## config.mk

```make
export PLATFORM = sky130hd
export DESIGN_NAME = winner_queue
export DESIGN_NICKNAME = d
export VERILOG_FILES = /design/src/rtl/winner_queue.sv
export SDC_FILE = /design/constraint.sdc
export NUM_CORES = 1
export LEC_CHECK = 0
export CAP_MARGIN = 15
export CORE_MARGIN = 2
export CORE_UTILIZATION = 26
export CTS_CLUSTER_DIAMETER = 120
export DETAILED_ROUTE_END_ITERATION = 12
export PLACE_DENSITY = 0.48
export SLEW_MARGIN = 10
export SYNTH_ARGS = -nofsm -noshare
export SYNTH_HDL_FRONTEND = slang
export SYNTH_SLANG_ARGS = --single-unit
```

## constraint.sdc

```tcl
create_clock -name clk -period 3.03 [get_ports clk]
set_clock_uncertainty 0.2 [all_clocks]
set_input_delay 0.4545 -clock clk [delete_from_list [all_inputs] [get_ports clk]]
set_output_delay 0.4545 -clock clk [all_outputs]
set_load 0.02 [all_outputs]
```

## src/rtl/winner_queue.sv

```systemverilog
// winner_queue: small in-order FIFO that buffers winners coming out of an
// upstream binary aggregator. The aggregator cannot be stalled, so a winner
// that finds the queue full (and no pop in the same cycle) is dropped and
// accounted for in a sticky overflow flag and a saturating drop counter.
// Optionally, a winner whose key repeats the last accepted key is discarded.
//
// Output handshake: out_vld/out_key/out_data describe the queue head and are
// held stable until the consumer takes it; a transfer (pop) happens on a rising
// clk edge where out_vld=1 and out_rdy=1. out_rdy has no effect while out_vld=0,
// and out_vld never depends on out_rdy.
module winner_queue #(
  parameter int KEY_WIDTH  = 6,
  parameter int DATA_WIDTH = 16,
  parameter int DEPTH      = 4,
  parameter int DROP_DUP   = 0
) (
  input  logic                    clk,
  input  logic                    rst_n,
  input  logic                    winner_vld,
  input  logic [KEY_WIDTH-1:0]    winner_key,
  input  logic [DATA_WIDTH-1:0]   winner_data,
  output logic                    out_vld,
  input  logic                    out_rdy,
  output logic [KEY_WIDTH-1:0]    out_key,
  output logic [DATA_WIDTH-1:0]   out_data,
  output logic [$clog2(DEPTH):0]  fill_cnt,
  output logic                    full,
  output logic                    empty,
  output logic                    overflow,
  output logic [7:0]              drop_cnt,
  input  logic                    ovf_clr
);

  localparam int AW = $clog2(DEPTH);
  localparam int CW = AW + 1;
  localparam int EW = KEY_WIDTH + DATA_WIDTH;

  // Storage holds {key, data}; it is deliberately not reset, validity is
  // tracked purely by fill_cnt and the pointers.
  logic [EW-1:0]        mem [DEPTH];
  logic [AW-1:0]        wr_ptr;
  logic [AW-1:0]        rd_ptr;
  logic [KEY_WIDTH-1:0] last_key;
  logic                 last_key_vld;

  logic                 pop;
  logic                 dup;
  logic                 room;
  logic                 push;
  logic                 drop;
  logic [EW-1:0]        head;

  // Status flags derive from the occupancy counter only.
  assign full    = (fill_cnt == CW'(DEPTH));
  assign empty   = (fill_cnt == '0);
  assign out_vld = !empty;

  // A pop frees a slot in the same cycle, so a full queue can still accept.
  assign pop  = out_vld && out_rdy;
  // Duplicate suppression is decided first; a suppressed winner never
  // reaches the full check and therefore never counts as a drop.
  assign dup  = (DROP_DUP != 0) && last_key_vld && (winner_key == last_key);
  assign room = !full || pop;
  assign push = winner_vld && !dup && room;
  assign drop = winner_vld && !dup && !room;

  // Head is read combinationally; outputs are zeroed while nothing is queued
  // so stale or uninitialised storage never leaks out.
  assign head     = mem[rd_ptr];
  assign out_key  = empty ? '0 : head[EW-1:DATA_WIDTH];
  assign out_data = empty ? '0 : head[DATA_WIDTH-1:0];

  // Entry storage: write the accepted winner at the tail.
  always_ff @(posedge clk) begin
    if (push) begin
      mem[wr_ptr] <= {winner_key, winner_data};
    end
  end

  // Pointers and occupancy; DEPTH is a power of two so pointers wrap naturally.
  always_ff @(posedge clk or negedge rst_n) begin
    if (!rst_n) begin
      wr_ptr   <= '0;
      rd_ptr   <= '0;
      fill_cnt <= '0;
    end else begin
      if (push) begin
        wr_ptr <= wr_ptr + AW'(1);
      end
      if (pop) begin
        rd_ptr <= rd_ptr + AW'(1);
      end
      case ({push, pop})
        2'b10:   fill_cnt <= fill_cnt + CW'(1);
        2'b01:   fill_cnt <= fill_cnt - CW'(1);
        default: fill_cnt <= fill_cnt;
      endcase
    end
  end

  // Loss accounting: clear wins over a drop in the same cycle.
  always_ff @(posedge clk or negedge rst_n) begin
    if (!rst_n) begin
      overflow <= 1'b0;
      drop_cnt <= '0;
    end else if (ovf_clr) begin
      overflow <= 1'b0;
      drop_cnt <= '0;
    end else if (drop) begin
      overflow <= 1'b1;
      if (drop_cnt != 8'hFF) begin
        drop_cnt <= drop_cnt + 8'd1;
      end
    end
  end

  // Remember the key of the most recently accepted winner for dedup.
  always_ff @(posedge clk or negedge rst_n) begin
    if (!rst_n) begin
      last_key     <= '0;
      last_key_vld <= 1'b0;
    end else if (push) begin
      last_key     <= winner_key;
      last_key_vld <= 1'b1;
    end
  end

endmodule

```

==> results.md <==
Outcome:
- The flow ran to the end, and the final reports show no timing, DRC or antenna violations.

Min path:
- In this run the most critical hold path is launched from rd_ptr[0].
- The path class of the lowest-slack min-delay path is flop to flop.

Global route:
- The global routing stage identified its most utilized layer as met2.
- The number of antenna violations at the first check in global routing was 0.
- The number of global-route vias before repair is 2490.
- Entering global routing, the biggest net connects 27 pins.
- The first global-routing pass estimated around 14000 um of wire.
- The met3 demand-to-capacity share in global routing is 0.0392.
- For this run, global-route usage on met1 was measured as 0.132.
- In the global route stage, met2 resource usage came out at 0.169.
- Across every metal layer, demand over resource in global routing totals 0.105.
- The residual overflow from global routing is 0.

Power and ir drop:
- The worst supply voltage drop on vdd is between 0.3 and 0.4 mV.
- The ratio of total power to cell area is 930 mW/mm^2.
- In this run the static leakage power is 1.87 nW.

CTS:
- The tree built by TritonCTS fans out to 104 sinks.
- In this run the clock root is driven by a clkbuf_16.
- After clock tree synthesis, the setup repair step added 0 buffers.
- The maximum count of clock buffers along a single path is 2.
- The later-pin clock latency in the skew report is 0.34 ns.
- Clock tree synthesis inserted a total of 9 buffers.
- The number of buffers added to fix hold violations after cts is 0.
- Gates resized during post-CTS repair numbered 0.
- The TritonCTS clock tree is built.
- The clock transition at the registers of the reported paths is 0.07 ns.
- The number of H-tree levels is 3.

STA:
- The hold violation total from the final report is 0.
- The max-slew violation count came to 0.
- Headroom to the max-slew limit came out at 0.468.
- The number of endpoints failing setup at the final stage is 0.
- For the pin with the worst max-slew slack, the measured transition is approximately 0.8 ns.
- The total negative slack for setup checks is 0 ns.
- The peak clock frequency supported by timing is 345 MHz.
- The share of the clock period used by the worst path after layout is 0.956.
- Setup repair after global routing left no endpoint under its margin.
- The minimum clock period is just under 3 ns.

Routing:
- The total wire length is 8680 um.
- After detailed routing, the average wire length per cell comes to 16.4 um.
- The first detailed-routing pass ran for 4 iterations.
- For this run, design rule violations remaining after detail routing come to 0.
- After the first detailed-routing iteration, the DRC count stood at 87.
- The via count of the routed design is between 2000 and 2500.
- The number of vias per cell after detailed routing is 4.38.
- The detail route stage leaves a number of antenna-violating nets equal to 0.

Synth:
- The most common cell in the netlist is edfxtp_1.
- The average instance area after synthesis is 18.2 sq um.
- The share of flip-flops with an asynchronous set or reset after synthesis is 0.154.
- By area the synthesized netlist is led by edfxtp_1 (62%), mux4_2 (12%), dfrtp_1 (9.3%).
- Counting every net in the synthesized netlist gives 270.
- Yosys printed 0 warnings.
- The summed instance area of the synthesized netlist is 0.00429 sq mm.
- Among all flip-flop cells after synthesis, the most frequent one is edfxtp_1.
- The netlist uses 36 different library cells.
- Synthesis handed over a netlist of 236 instances.
- For this run, the register share of the synthesized area comes to 0.710.
- In this run, synthesis produced a sequential element count of 104.
- Of the post-synthesis cell area, the dominant cell type holds 0.616.
- Sorting the synthesized cells by how often they occur yields edfxtp_1 (88), and2_1 (23), mux4_2 (22).
- The cell taking the most area after synthesis is edfxtp_1.
- The number of enable flip-flop cells after synthesis is between 80 and 90.

Critical path:
- Data on the critical path arrives at its endpoint at 2.24 ns.
- Of all nets on the critical path, the largest fanout is 22.
- The critical path's largest stage delay is 0.54 ns.
- The startpoint of the worst setup timing path is rd_ptr[0].
- The capturing element type of the critical path is a primary output.
- STA classifies the critical path startpoint as a flop.
- The launch point of the worst reg-to-reg path is fill_cnt[0].
- The required arrival time at the worst endpoint is 2.38 ns.
- The signal on the critical path passes through buf_12, mux4_2, and2_1, clkdlybuf4s50_1.
- In this design, the largest share of critical-path delay is due to buffers and inverters.
- The total buffers and inverters traversed by the critical path is 2.
- The cell with the largest stage delay on the worst path is clkdlybuf4s50_1.
- The worst setup path is of the flop to primary output kind.

Finish:
- The synthesis-to-finish area growth is 28.5%.
- The sequential cells in the finished layout cover a total of 0.00304 sq mm.
- Measured on the finished design, the core utilization comes to 0.344.
- The fill cell total of the finished layout is around 1600.
- The net count of the finished layout is ~340.
- Summing all multi-input logic gate instances after layout gives 0.00117 sq mm.
- The antenna cell count is 0.
- In the final layout, the share of cells above drive strength 1 is 0.160.

Place:
- The placer congestion estimate is 0.717.
- The HPWL after detailed placement is 5360 um.
- In this run the tool buffered the top-level ports with 63 buffer cells.

Floorplan:
- The area enclosed by the die boundary is about 0.018 sq mm.
- The overall die width is 132 um.
- The I/O pin total is 64.
- The die outline height is ~130 um.
- The initialized floorplan defines 46 standard-cell rows.
- The region available for standard cell placement spans approximately 0.016 sq mm.
- For this configuration, the core starts out at a cell density of 0.268.

Flow run:
- Across the run, the number of max-cap violations was 0.
[registers in the layout (all words and copies together) (netlist names)]
register / flops
mem: 88
drop_cnt: 8
fill_cnt: 3
rd_ptr: 2
wr_ptr: 2
overflow: 1
[cell type report]
cell class,count,share of cell area
repair buffers,72,0.131
clock inverters,6,0.00773
clock buffers,10,0.0416
well taps,216,0.0491
flip-flops and latches,104,0.553
multi-input cells,113,0.212
inverters,8,0.00545
[logic make-up (layout without fill, tap and decap cells)]
group	after synthesis	in the layout	synth area share
buf+inv	19	96	0.0178
xor+xnor	6	6	0.0123
simple gates	59	59	0.0849
fa+ha+maj	7	7	0.0222
flops	104	104	0.710
mux	27	27	0.128
compound gates	14	14	0.0248
[worst paths after layout]
kind                                     to  slack [ns]  depth (start not counted)
max in group asynchronous         rd_ptr[0]        1.71                          1
worst min register to register    rd_ptr[0]        0.31                          1
min in group asynchronous       drop_cnt[5]        0.37                          1
worst max-delay path            out_data[9]        0.13                          4
worst max register to register  fill_cnt[1]        0.63                          7
worst min-delay path              rd_ptr[0]        0.31                          1
[routing by layer]
| layer | up-vias | wire length [um] |
|---|---|---|
| met5 | - | 0 |
| met4 | 0 | 66 |
| met3 | 5 | 503 |
| met2 | 56 | 4130 |
| met1 | 1187 | 3990 |
| li1 | 1071 | - |
[power by group]
group          switching [mW]  leakage [nW]  total (mW)  internal [mW]
sequential              0.116          1.01        1.98           1.86
clock                   0.505         0.131        1.07          0.561
combinational            1.03         0.730        2.08           1.06
total                    1.65          1.87        5.12           3.48
[layout by cell type, fill, tap and decap left out, drive strengths merged, types with 4 or more instances in the layout]
cell           Yosys  final
a311oi             4      4
and2              23     23
and3               6      6
buf                4      9
clkbuf             7     10
clkdlybuf4s50      0     63
dfrtp             16     16
edfxtp            88     88
ha                 6      6
inv                8     10
mux4              22     22
nand3              4      4
nor2               8      8
[worst reg2reg max path, cell delays in order (launching register included)]
cell	delay, ns
dfrtp_1	0.45
or3_1	0.39
buf_4	0.23
and2_1	0.22
ha_1	0.22
inv_1	0.07
fa_1	0.40
mux2i_1	0.14
[metrics by stage]
stage	hold WS (ns)	cells	setup WS [ns]	instance area (sq um)	power [mW]
finish	0.313	529	0.133	5510	5.12
global placement	0.300	513	0.337	5240	4.13
detailed placement	0.302	513	0.267	5240	4.14
CTS	0.315	529	0.0882	5510	5.23
global route	0.331	529	0.0315	5510	5.41
floorplan	-0.0411	236	0.592	4290	3.21
(Power assumes the default switching activity.)
